**config.mk**
```make
export PLATFORM = sky130hd
export DESIGN_NAME = reg_bus_arbiter_flat
export DESIGN_NICKNAME = d
export VERILOG_FILES = /design/src/rtl/reg_bus_arbiter_pkg.sv /design/src/rtl/reg_bus_arbiter_if.sv /design/src/rtl/reg_bus_arbiter_req_slot.sv /design/src/rtl/reg_bus_arbiter.sv /design/src/flat_wrapper.sv
export SDC_FILE = /design/constraint.sdc
export NUM_CORES = 1
export LEC_CHECK = 0
export BUFFER_PORTS_ARGS = -buffer_cell sky130_fd_sc_hd__buf_2
export CORE_ASPECT_RATIO = 0.9
export CORE_MARGIN = 3
export CORE_UTILIZATION = 48
export CTS_BUF_LIST = sky130_fd_sc_hd__clkbuf_8
export DETAILED_ROUTE_END_ITERATION = 8
export GPL_ROUTABILITY_DRIVEN = 0
export GPL_TIMING_DRIVEN = 0
export PLACE_DENSITY_LB_ADDON = 0.12
export SLEW_MARGIN = 20
export SYNTH_ARGS = -nofsm -noshare
export SYNTH_HDL_FRONTEND = slang
export SYNTH_HIERARCHICAL = 1
export SYNTH_SLANG_ARGS = --single-unit
```
**constraint.sdc**
```tcl
create_clock -name clk -period 1.71 [get_ports clk]
set_input_delay 0.2565 -clock clk [delete_from_list [all_inputs] [get_ports clk]]
set_output_delay 0.2565 -clock clk [all_outputs]
set_load 0.02 [all_outputs]
```
**src/rtl/reg_bus_arbiter_pkg.sv**
```systemverilog
// reg_bus_arbiter_pkg: shared widths, FSM state and op encodings for the register-bus arbiter
package reg_bus_arbiter_pkg;
  localparam int DEF_ADDR_W = 6;
  localparam int DEF_DATA_W = 8;
  typedef enum logic {IDLE = 1'b0, ACCESS = 1'b1} state_e;
  typedef enum logic {OP_READ = 1'b0, OP_WRITE = 1'b1} op_e;
endpackage

```
**src/rtl/reg_bus_arbiter_if.sv**
```systemverilog
// reg_bus_arbiter_if: two requester ports plus the shared register-bank bus
interface reg_bus_arbiter_if import reg_bus_arbiter_pkg::*; #(
  parameter int ADDR_W = DEF_ADDR_W,
  parameter int DATA_W = DEF_DATA_W
);
  logic              m0_read, m0_write, m0_ack, m0_busy;
  logic [ADDR_W-1:0] m0_addr;
  logic [DATA_W-1:0] m0_wdata, m0_rdata;
  logic              m1_read, m1_write, m1_ack, m1_busy;
  logic [ADDR_W-1:0] m1_addr;
  logic [DATA_W-1:0] m1_wdata, m1_rdata;
  logic              read, write;
  logic [ADDR_W-1:0] addr;
  logic [DATA_W-1:0] data_write, data_read;
  modport slave (
    input  m0_read, m0_write, m0_addr, m0_wdata, m1_read, m1_write, m1_addr, m1_wdata, data_read,
    output m0_rdata, m0_ack, m0_busy, m1_rdata, m1_ack, m1_busy, read, write, addr, data_write
  );
  modport master (
    output m0_read, m0_write, m0_addr, m0_wdata, m1_read, m1_write, m1_addr, m1_wdata, data_read,
    input  m0_rdata, m0_ack, m0_busy, m1_rdata, m1_ack, m1_busy, read, write, addr, data_write
  );
endinterface

```
**src/rtl/reg_bus_arbiter_req_slot.sv**
```systemverilog
// req_slot: one-entry request buffer (pending flag, op, addr, wdata) for a single requester
module req_slot import reg_bus_arbiter_pkg::*; #(
  parameter int ADDR_W = DEF_ADDR_W,
  parameter int DATA_W = DEF_DATA_W
) (
  input  logic              clk,
  input  logic              rst_n,
  input  logic              read_i,
  input  logic              write_i,
  input  logic [ADDR_W-1:0] addr_i,
  input  logic [DATA_W-1:0] wdata_i,
  input  logic              clr_i,
  output logic              pend_o,
  output op_e               op_o,
  output logic [ADDR_W-1:0] addr_o,
  output logic [DATA_W-1:0] wdata_o
);
  logic              pend_q, pend_d, take;
  op_e               op_q, op_d;
  logic [ADDR_W-1:0] addr_q, addr_d;
  logic [DATA_W-1:0] wdata_q, wdata_d;
  // a completing entry frees the slot at the same edge, so a pulse arriving then is kept
  assign take = (read_i | write_i) & (~pend_q | clr_i);
  always_comb begin
    pend_d  = take | (pend_q & ~clr_i);
    op_d    = take ? (write_i ? OP_WRITE : OP_READ) : op_q;
    addr_d  = take ? addr_i : addr_q;
    wdata_d = take ? wdata_i : wdata_q;
  end
  always_ff @(posedge clk or negedge rst_n) begin
    if (!rst_n) begin
      pend_q  <= 1'b0;
      op_q    <= OP_READ;
      addr_q  <= '0;
      wdata_q <= '0;
    end else begin
      pend_q  <= pend_d;
      op_q    <= op_d;
      addr_q  <= addr_d;
      wdata_q <= wdata_d;
    end
  end
  assign pend_o  = pend_q;
  assign op_o    = op_q;
  assign addr_o  = addr_q;
  assign wdata_o = wdata_q;
endmodule

```
**src/rtl/reg_bus_arbiter.sv**
```systemverilog
// reg_bus_arbiter: round-robin arbiter giving two requesters single-cycle access to a register bank
module reg_bus_arbiter import reg_bus_arbiter_pkg::*; #(
  parameter int ADDR_W = DEF_ADDR_W,
  parameter int DATA_W = DEF_DATA_W
) (
  input logic               clk,
  input logic               rst_n,
  reg_bus_arbiter_if.slave  bus
);
  state_e            state_q, state_d;
  logic              prio_q, prio_d, gnt_q, gnt_d, sel, any;
  logic              read_q, read_d, write_q, write_d;
  logic [ADDR_W-1:0] addr_q, addr_d;
  logic [DATA_W-1:0] wdata_q, wdata_d;
  logic [1:0]        ack_q, ack_d, pend, clr, cand, rd_in, wr_in;
  logic [DATA_W-1:0] rdata_q [2];
  logic [DATA_W-1:0] rdata_d [2];
  op_e               s_op [2];
  logic [ADDR_W-1:0] s_addr [2];
  logic [DATA_W-1:0] s_wdata [2];
  logic [ADDR_W-1:0] in_addr [2];
  logic [DATA_W-1:0] in_wdata [2];
  assign rd_in       = {bus.m1_read, bus.m0_read};
  assign wr_in       = {bus.m1_write, bus.m0_write};
  assign in_addr[0]  = bus.m0_addr;
  assign in_addr[1]  = bus.m1_addr;
  assign in_wdata[0] = bus.m0_wdata;
  assign in_wdata[1] = bus.m1_wdata;
  for (genvar i = 0; i < 2; i++) begin : g_slot
    req_slot #(.ADDR_W(ADDR_W), .DATA_W(DATA_W)) u_slot (
      .clk(clk), .rst_n(rst_n), .read_i(rd_in[i]), .write_i(wr_in[i]),
      .addr_i(in_addr[i]), .wdata_i(in_wdata[i]), .clr_i(clr[i]),
      .pend_o(pend[i]), .op_o(s_op[i]), .addr_o(s_addr[i]), .wdata_o(s_wdata[i])
    );
  end
  // the granted port's entry retires at the end of ACCESS and cannot be re-granted at that edge
  assign clr  = (state_q == ACCESS) ? (gnt_q ? 2'b10 : 2'b01) : 2'b00;
  assign cand = pend & ~clr;
  assign any  = |cand;
  assign sel  = (&cand) ? prio_q : cand[1];
  always_comb begin
    state_d = any ? ACCESS : IDLE;
    gnt_d   = any ? sel : gnt_q;
    prio_d  = any ? ~sel : prio_q;
    read_d  = any & (s_op[sel] == OP_READ);
    write_d = any & (s_op[sel] == OP_WRITE);
    addr_d  = any ? s_addr[sel] : addr_q;
    wdata_d = any ? s_wdata[sel] : wdata_q;
    ack_d   = clr;
    for (int i = 0; i < 2; i++) rdata_d[i] = (clr[i] & read_q) ? bus.data_read : rdata_q[i];
  end
  always_ff @(posedge clk or negedge rst_n) begin
    if (!rst_n) begin
      state_q    <= IDLE;
      prio_q     <= 1'b0;
      gnt_q      <= 1'b0;
      read_q     <= 1'b0;
      write_q    <= 1'b0;
      addr_q     <= '0;
      wdata_q    <= '0;
      ack_q      <= '0;
      rdata_q[0] <= '0;
      rdata_q[1] <= '0;
    end else begin
      state_q    <= state_d;
      prio_q     <= prio_d;
      gnt_q      <= gnt_d;
      read_q     <= read_d;
      write_q    <= write_d;
      addr_q     <= addr_d;
      wdata_q    <= wdata_d;
      ack_q      <= ack_d;
      rdata_q[0] <= rdata_d[0];
      rdata_q[1] <= rdata_d[1];
    end
  end
  assign bus.read       = read_q;
  assign bus.write      = write_q;
  assign bus.addr       = addr_q;
  assign bus.data_write = wdata_q;
  assign bus.m0_ack     = ack_q[0];
  assign bus.m1_ack     = ack_q[1];
  assign bus.m0_busy    = pend[0];
  assign bus.m1_busy    = pend[1];
  assign bus.m0_rdata   = rdata_q[0];
  assign bus.m1_rdata   = rdata_q[1];
endmodule

```
**src/flat_wrapper.sv**
```systemverilog
// flat-port wrapper written by rule: the top's interface ports become plain ports
module reg_bus_arbiter_flat import reg_bus_arbiter_pkg::*;
#(
  parameter int ADDR_W = DEF_ADDR_W,
  parameter int DATA_W = DEF_DATA_W
)
  (clk, rst_n, bus_m0_read, bus_m0_write, bus_m0_addr, bus_m0_wdata, bus_m1_read, bus_m1_write, bus_m1_addr, bus_m1_wdata, bus_data_read, bus_m0_rdata, bus_m0_ack, bus_m0_busy, bus_m1_rdata, bus_m1_ack, bus_m1_busy, bus_read, bus_write, bus_addr, bus_data_write);
  reg_bus_arbiter_if #(.ADDR_W(ADDR_W), .DATA_W(DATA_W)) bus_i ();
  input logic clk;
  input logic rst_n;
  input wire logic [$bits(bus_i.m0_read)-1:0] bus_m0_read;
  input wire logic [$bits(bus_i.m0_write)-1:0] bus_m0_write;
  input wire logic [$bits(bus_i.m0_addr)-1:0] bus_m0_addr;
  input wire logic [$bits(bus_i.m0_wdata)-1:0] bus_m0_wdata;
  input wire logic [$bits(bus_i.m1_read)-1:0] bus_m1_read;
  input wire logic [$bits(bus_i.m1_write)-1:0] bus_m1_write;
  input wire logic [$bits(bus_i.m1_addr)-1:0] bus_m1_addr;
  input wire logic [$bits(bus_i.m1_wdata)-1:0] bus_m1_wdata;
  input wire logic [$bits(bus_i.data_read)-1:0] bus_data_read;
  output wire logic [$bits(bus_i.m0_rdata)-1:0] bus_m0_rdata;
  output wire logic [$bits(bus_i.m0_ack)-1:0] bus_m0_ack;
  output wire logic [$bits(bus_i.m0_busy)-1:0] bus_m0_busy;
  output wire logic [$bits(bus_i.m1_rdata)-1:0] bus_m1_rdata;
  output wire logic [$bits(bus_i.m1_ack)-1:0] bus_m1_ack;
  output wire logic [$bits(bus_i.m1_busy)-1:0] bus_m1_busy;
  output wire logic [$bits(bus_i.read)-1:0] bus_read;
  output wire logic [$bits(bus_i.write)-1:0] bus_write;
  output wire logic [$bits(bus_i.addr)-1:0] bus_addr;
  output wire logic [$bits(bus_i.data_write)-1:0] bus_data_write;
  assign bus_i.m0_read = bus_m0_read;
  assign bus_i.m0_write = bus_m0_write;
  assign bus_i.m0_addr = bus_m0_addr;
  assign bus_i.m0_wdata = bus_m0_wdata;
  assign bus_i.m1_read = bus_m1_read;
  assign bus_i.m1_write = bus_m1_write;
  assign bus_i.m1_addr = bus_m1_addr;
  assign bus_i.m1_wdata = bus_m1_wdata;
  assign bus_i.data_read = bus_data_read;
  assign bus_m0_rdata = bus_i.m0_rdata;
  assign bus_m0_ack = bus_i.m0_ack;
  assign bus_m0_busy = bus_i.m0_busy;
  assign bus_m1_rdata = bus_i.m1_rdata;
  assign bus_m1_ack = bus_i.m1_ack;
  assign bus_m1_busy = bus_i.m1_busy;
  assign bus_read = bus_i.read;
  assign bus_write = bus_i.write;
  assign bus_addr = bus_i.addr;
  assign bus_data_write = bus_i.data_write;
  reg_bus_arbiter #(.ADDR_W(ADDR_W), .DATA_W(DATA_W)) u_core (.clk(clk), .rst_n(rst_n), .bus(bus_i));
endmodule
```
==> results of run 1 <==
state kept, by name (all words and copies together), names as in the netlist:
register,count
u_core/ack_q,2
u_core/prio_q,1
u_core/g_slot.u_slot/addr_o,12
u_core/state_q,1
u_core/gnt_q,1
u_core/bus.m1_rdata,8
u_core/bus.addr,6
u_core/bus.m0_rdata,8
u_core/bus.write,1
u_core/bus.data_write,8
u_core/g_slot.u_slot/op_o,2
u_core/g_slot.u_slot/pend_o,2
u_core/bus.read,1
u_core/g_slot.u_slot/wdata_o,16
power by group through the flow:
| stage | Clock, uW | Combinational [uW] | Sequential (uW) |
|---|---|---|---|
| floorplan | 0 | 2030 | 3380 |
| global placement | 0 | 3340 | 2940 |
| detailed placement | 0 | 3430 | 2960 |
| CTS | 1600 | 3470 | 2950 |
| global route | 1670 | 3730 | 3060 |
| finish | 1550 | 3450 | 2940 |
routing by layer:
layer  GRT usage, %  up-vias  wire [um]
met1           22.3      839       2420
met5              0        -          0
met4           5.76        0         61
li1               -      828          -
met3           8.08        8        365
met2           26.0       56       2560
cell type report:
cell class,count,area [um2],share of cell area (%)
Buffer,6,78.8,2.19
Clock buffer,13,179,4.98
Clock inverter,3,65.1,1.81
Inverter,4,15.0,0.418
Multi-Input combinational cell,101,1020,28.4
Sequential cell,69,1730,48.1
Tap cell,67,83.8,2.33
Timing Repair Buffer,79,425,11.8
worst max-delay path by stage:
stage,start,endpoint,cells after the start
3_5_place_dp,u_core/g_slot[1].u_slot/pend_o,u_core/bus.read,5
6_report,u_core/gnt_q,u_core/g_slot[0].u_slot/addr_o[4],6
4_1_cts,u_core/g_slot[0].u_slot/pend_o,u_core/bus.data_write[5],4
3_3_place_gp,u_core/g_slot[1].u_slot/pend_o,u_core/bus.read,5
5_1_grt,u_core/gnt_q,u_core/g_slot[0].u_slot/wdata_o[1],6
2_1_floorplan,u_core/g_slot[1].u_slot/pend_o,u_core/bus.read,5
cells by family after synthesis:
group,share of synthesized area [%]
flip-flops,61.3
buffers and inverters,3.11
AND/OR/NAND/NOR,6.44
multiplexers,20.6
AO/OA/AOI/OAI,8.53
cells in the mapped netlist, types with 3 or more instances:
| library cell | count | area share, % |
|---|---|---|
| and2_1 | 13 | 2.9 |
| a221o_1 | 14 | 5.0 |
| inv_1 | 3 | 0.40 |
| nor2_1 | 4 | 0.53 |
| dfrtp_1 | 69 | 61 |
| mux2_2 | 24 | 9.6 |
| nand2_1 | 8 | 1.1 |
| mux2_4 | 20 | 11 |
placed cells by master (no fill, tap or decap), types with 2 or more instances in the layout:
cell	netlist	routed
a21o_1	2	2
a221o_1	14	14
a22o_2	2	2
and2_0	2	2
and2_1	13	13
buf_12	2	2
buf_2	2	77
buf_6	2	3
bufinv_16	0	2
clkbuf_8	0	13
dfrtp_1	69	68
inv_1	3	3
mux2_2	24	24
mux2_4	20	20
nand2_1	8	8
nand2b_4	2	2
nor2_1	4	4
o21a_4	2	2
timing repair:
action                     CTS  global route
hold buffers                 1             0
setup endpoints to repair    2            12
hold endpoints to repair    19             0
resized for setup            3             3
setup buffers                0             0
cloned                       0             0
metrics by stage:
step	hold slack [ns]	utilization [%]	total power, uW	std cells	TNS (ns)
after global routing	0.114	65.7	8460	342	0
after detailed placement	0.159	60.6	6390	325	-0.0893
after floorplan	-0.0391	-	5410	180	0
after global placement	0.482	60.0	6280	324	-0.0295
final	0.148	65.7	7950	342	0
after CTS	0.127	65.5	8020	342	0
critical path: stages (launching register included):
cell      delay, ns
dfrtp_1        0.40
nand2b_2       0.20
inv_1          0.10
nand2b_4       0.15
o21a_4         0.18
buf_12         0.16
mux2_4         0.31
==> run metrics, run 1 <==
Arrival @ worst endpoint 1.84 ns; Rows 25; Hold Path Sink u_core/g_slot[0].u_slot/pend_o; CP Max Fanout 10; Via-to-Cell Ratio 5.06; largest buffer count on any clock path 2; clock slew at reported path FFs 0.07 ns; Hold Path Origin bus_m0_read; final hold violation count 0; PnR worst setup slack 0.0885 ns; proportion of power drawn by the clock network 19.5%; Port Buffers 77; yosys warns 6; Vias 1,731; hold path depth 3; Die H 78.7 um; number of global-route vias before repair 1,790; Ant. Diodes 0; Worst-Margin Slew 0.374 ns; total core area 5470 um2; Hold Path Class in2reg; CTS tree yes; internal power 5260 uW; Final Max Slew Viols 0; r2r endpoint u_core/g_slot[0].u_slot/addr_o[4]; Req. time, crit path 1.93 ns; GR Util All Layers 17.4%; pre-CTS WS -0.0688 ns; latest clock arrival within the worst-skew pair 0.33 ns; Routed wire per std cell 15.8 um; top_reg_cell synth dfrtp_1; setup slack, reg-to-reg 0.09 ns; DRT Pass-1 Iters 7; Combinational Power Share 43.5%; Max Cap Violations 0; RSZ-0062 raised after global routing no; Post-DP Area 3320 um2; syn_nets 222; hpwl dp 3.89 mm; CTS sink count 69; CTS H-tree lvls 3; Mapped Area 2820 um2; Congestion Overflow GR 0; Sw Ratio 33.8%; Relative slew margins 75.0%; share of layout cells above drive strength 1 57.1%; crit end category flop; pin count of the biggest net entering global routing 51; post-synthesis cell count 180; Reg2Reg Depth 6; FF+latch count, synth 69; Switching Power 2690 uW; class of the most critical setup path reg2reg; Leak Pwr 0.00176 uW; fin area 3590 um2; worst r2r src u_core/gnt_q; first-pass GRT wire length 8.85 mm; Starting Density 51.5%; IO Count 78; Routed WL 5.41 mm; Area growth, synth to finish 27.6%; synth unique cells 25; worst vdd rail ir drop 0.00116 V; setup violators final 0; Post-synth ARST share 100%; clock skew 0.00450 ns; NumNets Final 312; status completed; f_max 617 MHz; Fill cells 452; Avg Cell Area, Syn 15.6 um2; CTS Buf Count 9; DRC 0; sequential power share 37.0%; CTS Root Buffer Type clkbuf_8; DR iter-0 viols 34; final worst-path cycle share 94.8%; antenna-violating nets left 0; sequential area share after synthesis 61.3%; number of synthesized flops with an enable pin 0; pwr/cell area 2210 nW/um2; Tmin final 1.62 ns; initial antenna violation count 0; Setup crit start kind flop; die area 6820 um2; Die X 86.7 um
Note: power is estimated with default switching activity, not from simulation.
==> run 2: changes to the inputs <==
--- a/config.mk
+++ b/config.mk
@@ -14,6 +14,7 @@
 export GPL_ROUTABILITY_DRIVEN = 0
 export GPL_TIMING_DRIVEN = 0
 export PLACE_DENSITY_LB_ADDON = 0.12
+export REMOVE_ABC_BUFFERS = 1
 export SLEW_MARGIN = 20
 export SYNTH_ARGS = -nofsm -noshare
 export SYNTH_HDL_FRONTEND = slang
==> constraint.sdc (replaced) <==
create_clock -name clk -period 1.71 [get_ports clk]
set_input_delay 0.342 -clock clk [delete_from_list [all_inputs] [get_ports clk]]
set_output_delay 0.342 -clock clk [all_outputs]
set_load 0.02 [all_outputs]
==> run 2 against run 1 <==
Effect of this change:
- wire length grew 1.1%
- core utilization fell by 1.6 points
- worst setup slack improved by 0.0013 ns
- maximum frequency about the same
- via count is 0.87% higher
- clock power is 25% lower
- sequential cell count did not move
- clock skew barely moved
- die area unchanged
- critical path type unchanged
==> run metrics, run 2 (synthesized netlist as in run 1, its figures left out) <==
status completed (unchanged); CP Max Fanout 14 (was 10); Tmin final 1.62 ns (about the same); PnR worst setup slack 0.0898 ns (was 0.0885 ns); final hold violation count 0 (unchanged); Area growth, synth to finish 24.5% (was 27.6%); CTS Root Buffer Type clkbuf_8 (unchanged); Die H 78.7 um (unchanged); Req. time, crit path 1.93 ns (about the same); Relative slew margins 72.8% (was 75.0%); DRT Pass-1 Iters 4 (was 7); pwr/cell area 2150 nW/um2 (was 2210 nW/um2); Routed WL 5.47 mm (was 5.41 mm); hpwl dp 3.70 mm (was 3.89 mm); Congestion Overflow GR 0 (unchanged); CTS sink count 69 (unchanged); total core area 5470 um2 (unchanged); Detail Route met2 WL 2.60 mm (was 2.56 mm); setup violators final 0 (unchanged); NumNets Final 312 (unchanged); worst r2r src u_core/state_q (was u_core/gnt_q); r2r endpoint u_core/g_slot[1].u_slot/wdata_o[6] (was u_core/g_slot[0].u_slot/addr_o[4]); Leak Pwr 0.00173 uW (was 0.00176 uW); Via-to-Cell Ratio 5.12 (was 5.06); pre-CTS WS -0.105 ns (was -0.0688 ns); Ant. Diodes 0 (unchanged); Hold Path Origin bus_m1_addr[0] (was bus_m0_read); GR Util All Layers 17.6% (was 17.4%); sequential power share 38.6% (was 37.0%); CTS tree yes (unchanged); Switching Power 2650 uW (was 2690 uW); setup slack, reg-to-reg 0.09 ns (about the same); share of layout cells above drive strength 1 55.8% (was 57.1%); Vias 1,746 (was 1,731); Hold Path Class in2reg (unchanged); Final Max Slew Viols 0 (unchanged); Post-DP Area 3260 um2 (was 3320 um2); antenna-violating nets left 0 (unchanged); final worst-path cycle share 94.7% (was 94.8%); Setup crit start kind flop (unchanged); RSZ-0062 raised after global routing no (unchanged); Worst-Margin Slew 0.408 ns (was 0.374 ns); Combinational Power Share 45.9% (was 43.5%); TNS Setup 0 ns (unchanged); f_max 617 MHz (about the same); Register Area 1730 um2 (about the same); fin area 3510 um2 (was 3590 um2); Rows 25 (unchanged); Highest Signal Layer met4 (unchanged); hold path depth 2 (was 3); Arrival @ worst endpoint 1.84 ns (about the same); class of the most critical setup path reg2reg (unchanged); Fill cells 426 (was 452); CTS H-tree lvls 3 (unchanged); Die X 86.7 um (unchanged); Max Cap Violations 0 (unchanged); Reg2Reg Depth 4 (was 6); Core Util, Final 64.1% (was 65.7%); proportion of power drawn by the clock network 15.4% (was 19.5%); first-pass GRT wire length 9.02 mm (was 8.85 mm); clock slew at reported path FFs 0.07 ns (about the same); number of global-route vias before repair 1,828 (was 1,790); IO Count 78 (unchanged); Routed wire per std cell 16.0 um (was 15.8 um); max reg flops 16 (unchanged); wire length on met3 316 um (was 365 um); dpl cells 320 (was 325); initial antenna violation count 0 (unchanged); CTS Buf Count 9 (unchanged); internal power 4890 uW (was 5260 uW); pin count of the biggest net entering global routing 48 (was 51); largest buffer count on any clock path 2 (unchanged); multi-input logic area 1020 um2 (about the same); final cell count without fillers 341 (was 342); M1 WL 2.51 mm (was 2.42 mm); Starting Density 51.5% (unchanged); DRC 0 (unchanged); DR iter-0 viols 50 (was 34); commonest non-fill, non-tap cells in the layout buf_2, dfrtp_1, mux2_2 (unchanged); Hold Path Sink u_core/g_slot[1].u_slot/addr_o[0] (was u_core/g_slot[0].u_slot/pend_o); Port Buffers 77 (unchanged); worst vdd rail ir drop 0.00121 V (was 0.00116 V); Sw Ratio 35.2% (was 33.8%); latest clock arrival within the worst-skew pair 0.33 ns (about the same); crit end category flop (unchanged); leading cell type in the layout, fill and taps excluded buf_2 (unchanged); die area 6820 um2 (unchanged); clock skew 0.00491 ns (was 0.00450 ns)
-- run 2: cell types whose count changed in the layout (fill, tap and decap cells not counted), sizes merged --
cell	before	now
bufinv	2	0
clkbuf	13	12
inv	4	6
-- run 2: worst max-delay path by stage --
stage,from,end
after detailed placement,u_core/g_slot[1].u_slot/pend_o,u_core/bus.read
after global placement,u_core/g_slot[0].u_slot/pend_o,u_core/bus.data_write[6]
after CTS,u_core/gnt_q,u_core/g_slot[0].u_slot/wdata_o[7]
final,u_core/state_q,u_core/g_slot[1].u_slot/wdata_o[6]
after floorplan,u_core/g_slot[0].u_slot/pend_o,u_core/bus.addr[0]
after global routing,u_core/state_q,u_core/g_slot[1].u_slot/wdata_o[5]
-- run 2: per-layer routing --
layer  global-route usage (%)  vias up
met5                        0        -
met4                     5.14        0
met3                     7.56        4
met2                     27.1       48
met1                     22.6      876
li1                         -      818
-- run 2: final cells by class --
type,instances,share of cell area (%)
flip-flops and latches,69,49.2
multi-input cells,101,29.0
repair buffers,85,13.9
clock buffers,12,4.71
well taps,67,2.39
inverters,4,0.428
clock inverters,3,0.357
-- run 2: power groups by stage --
| stage | logic, uW | registers (uW) | clock network, uW |
|---|---|---|---|
| after global routing | 3750 | 3020 | 1300 |
| final | 3460 | 2920 | 1160 |
| after CTS | 3360 | 2920 | 1220 |
| after floorplan | 1860 | 3380 | 0 |
| after global placement | 3210 | 2920 | 0 |
| after detailed placement | 3340 | 2930 | 0 |
-- run 2: what timing repair did --
action                     CTS  global route
setup endpoints to repair    2            29
hold buffers                 1             0
hold endpoints to repair    22             0
pin swaps                    0             0
gates resized for setup      1             1
buffers inserted             0             5
cloned                       0             0
-- run 2: critical path: stages (launching register included) --
cell      delay [ns]
dfrtp_1         0.42
and2_1          0.24
nand2b_4        0.17
o21a_4          0.30
mux2_2          0.37
-- run 2: through the flow --
stage	hold WS (ns)	total power, uW
after global placement	0.481	6120
after detailed placement	0.263	6270
after CTS	0.217	7500
after global routing	0.208	8060
final	0.236	7540
after floorplan	0.0464	5240
==> run 3: changes to the inputs <==
--- a/config.mk
+++ b/config.mk
@@ -5,6 +5,7 @@
 export SDC_FILE = /design/constraint.sdc
 export NUM_CORES = 1
 export LEC_CHECK = 0
+export ABC_AREA = 1
 export BUFFER_PORTS_ARGS = -buffer_cell sky130_fd_sc_hd__buf_2
 export CORE_ASPECT_RATIO = 0.9
 export CORE_MARGIN = 3
==> run 3 against run 2 <==
Effect of this change:
- sequential share of layout area shrank 1.6 points
- total power grew 0.38%
- via count grew 35%
- clock-buffer cell count grew 1
- combinational power is essentially flat
- critical path type is now reg2out
- largest cell class unchanged
- largest power group unchanged
==> run metrics, run 3 <==
Setup crit start kind flop (unchanged); total core area 5920 um2 (was 5470 um2); top_reg_cell synth dfrtp_1 (unchanged); busiest grt layer met2 (unchanged); largest buffer count on any clock path 2 (unchanged); Yosys top cell area share 56.4% (was 61.3%); Critical-path top delay cell dfrtp_1 (unchanged); final worst-path cycle share 82.9% (was 94.7%); number of synthesized flops with an enable pin 0 (unchanged); CTS Root Buffer Type clkbuf_8 (unchanged); Die X 90.2 um (was 86.7 um); met3 Track Usage GR 6.04% (was 7.56%); latest clock arrival within the worst-skew pair 0.34 ns (was 0.33 ns); synth unique cells 19 (was 25); worst vdd rail ir drop 0.000804 V (was 0.00121 V); Mapped Area 3060 um2 (was 2820 um2); Arrival @ worst endpoint 1.08 ns (was 1.84 ns); grt met2 use 28.5% (was 27.1%); IO Count 78 (unchanged); first-pass GRT wire length 10.9 mm (was 9.02 mm); yosys warns 6 (unchanged); Req. time, crit path 1.37 ns (was 1.93 ns); post-CTS setup buffers 0 (unchanged); CTS sink count 69 (unchanged); Vias 2,351 (was 1,746); Post-synth top cells nand2_1, nand3_1, dfrtp_1 (was dfrtp_1, mux2_2, mux2_4); max reg flops 16 (unchanged); hpwl dp 4.51 mm (was 3.70 mm); Worst Hold Slack 0.226 ns (was 0.236 ns); Max Cap Violations 0 (unchanged); GR Util All Layers 19.1% (was 17.6%); crit end category output pin (was flop); sequential area share after synthesis 56.4% (was 61.3%); class of the most critical setup path reg2out (was reg2reg); clock skew 0.00643 ns (was 0.00491 ns); Congestion Overflow GR 0 (unchanged); Leak Pwr 0.00204 uW (was 0.00173 uW); pwr/cell area 2090 nW/um2 (was 2150 nW/um2); clock slew at reported path FFs 0.06 ns (was 0.07 ns); pin count of the biggest net entering global routing 39 (was 48); post-CTS sizing 0 (was 1); Area growth, synth to finish 18.5% (was 24.5%); CTS Buf Count 9 (unchanged); final hold violation count 0 (unchanged); FF+latch count, synth 69 (unchanged); Relative slew margins 71.6% (was 72.8%); Post-synth ARST share 100% (unchanged); CP Max Fanout 4 (was 14); post-synthesis cell count 338 (was 180); CTS H-tree lvls 3 (unchanged); antenna-violating nets left 0 (unchanged); die area 7380 um2 (was 6820 um2); DRC 0 (unchanged); Crit path max-delay family flip-flops (unchanged); commonest non-fill, non-tap cells in the layout nand2_1, buf_2, nand3_1 (was buf_2, dfrtp_1, mux2_2); Avg Cell Area, Syn 9.06 um2 (was 15.6 um2); crit-path cells buf_2 (was and2_1 > nand2b_4 > o21a_4 > mux2_2); leading cell type in the layout, fill and taps excluded nand2_1 (was buf_2); Ant. Diodes 0 (unchanged); Starting Density 51.7% (was 51.5%); Hold Path Class in2reg (unchanged); Die H 81.8 um (was 78.7 um); number of global-route vias before repair 2,304 (was 1,828); Rows 26 (was 25); DR iter-0 viols 132 (was 50); main area contributors after synthesis dfrtp_1, nand2_1, nand3_1, nand2_4, inv_1 (was dfrtp_1, mux2_4, mux2_2, a221o_1, and2_1); DRT Pass-1 Iters 4 (unchanged); pre-CTS WS 0.391 ns (was -0.105 ns); initial antenna violation count 0 (unchanged); Via-to-Cell Ratio 4.69 (was 5.12); status completed (unchanged); share of layout cells above drive strength 1 27.3% (was 55.8%); PnR worst setup slack 0.292 ns (was 0.0898 ns); Routed WL 6.36 mm (was 5.47 mm); setup violators final 0 (unchanged); CP Buf/Inv Count 1 (was 0); CTS tree yes (unchanged); NumNets Final 456 (was 312); slowest stage delay, CP 0.51 ns (was 0.42 ns); Port Buffers 77 (unchanged); count leader, synth nand2_1 (was dfrtp_1); Routed wire per std cell 12.7 um (was 16.0 um); Tmin final 1.42 ns (was 1.62 ns); top cell type by total area after synthesis dfrtp_1 (unchanged); RSZ-0062 raised after global routing no (unchanged); GR Layer Usage met1 25.6% (was 22.6%); f_max 705 MHz (was 617 MHz); Worst-Margin Slew 0.426 ns (was 0.408 ns); Final Max Slew Viols 0 (unchanged)
-- run 3: cell count changes after synthesis, sizes merged, moves of 6 or more --
cell    delta
a221o     -14
nand3     +75
and2      -15
inv       +26
nand2    +116
clkinv     +6
buf        +6
mux2      -44
o21ai     +17
-- run 3: cell families after synthesis --
| group | after synthesis | share of synthesized area, % |
|---|---|---|
| compound gates | 18 | 2.94 |
| buf+inv | 50 | 9.19 |
| flops | 69 | 56.4 |
| simple gates | 201 | 31.5 |
-- run 3: power by group --
group	leakage (uW)	internal [uW]	switching (uW)
sequential	0.000839	2450	467
combinational	0.00110	1090	2340
clock	0.0000974	666	555
total	0.00204	4210	3370
-- run 3: worst paths after layout --
kind                       slack [ns]                      startpoint                                 end  cells past startpoint
max                              0.29  u_core/g_slot[0].u_slot/pend_o                         bus_m0_busy                      1
min                              0.23                 bus_m0_wdata[5]  u_core/g_slot[0].u_slot/wdata_o[5]                      3
max reg2reg                      0.39                    u_core/gnt_q                  u_core/bus.addr[2]                      6
min reg2reg                      0.48          u_core/bus.m1_rdata[4]              u_core/bus.m1_rdata[4]                      2
max in group asynchronous        0.70                           rst_n   u_core/g_slot[0].u_slot/addr_o[1]                      3
min in group asynchronous        0.48                           rst_n   u_core/g_slot[1].u_slot/addr_o[5]                      2
-- run 3: what timing repair did --
action | 4_1_cts | 5_1_grt
hold buffers | 1 | 0
setup endpoints to repair | 0 | 0
endpoints found under the hold margin | 31 | 0
-- run 3: cell type report --
cell class / count / area (um2)
clock buffers: 13 / 179
clock inverters: 1 / 5.00
fillers: 565 / 2290
inverters: 36 / 140
multi-input cells: 219 / 1050
flip-flops and latches: 69 / 1730
well taps: 84 / 105
repair buffers: 79 / 418
-- run 3: metal layers --
layer	part of all wire (%)	wire, um
met2	42	2680
met1	49	3150
met3	6.4	405
met5	0	0
met4	1.9	123
-- run 3: per-stage QoR --
stage,setup TNS [ns],instances,power (uW),area (um2),util (%)
after floorplan,0,324,5340,2920,-
after global placement,-3.34,485,6310,3410,57.6
after detailed placement,0,486,6420,3430,58.0
after CTS,0,501,7680,3630,61.3
after global routing,0,501,8270,3630,61.3
final,0,501,7570,3630,61.3
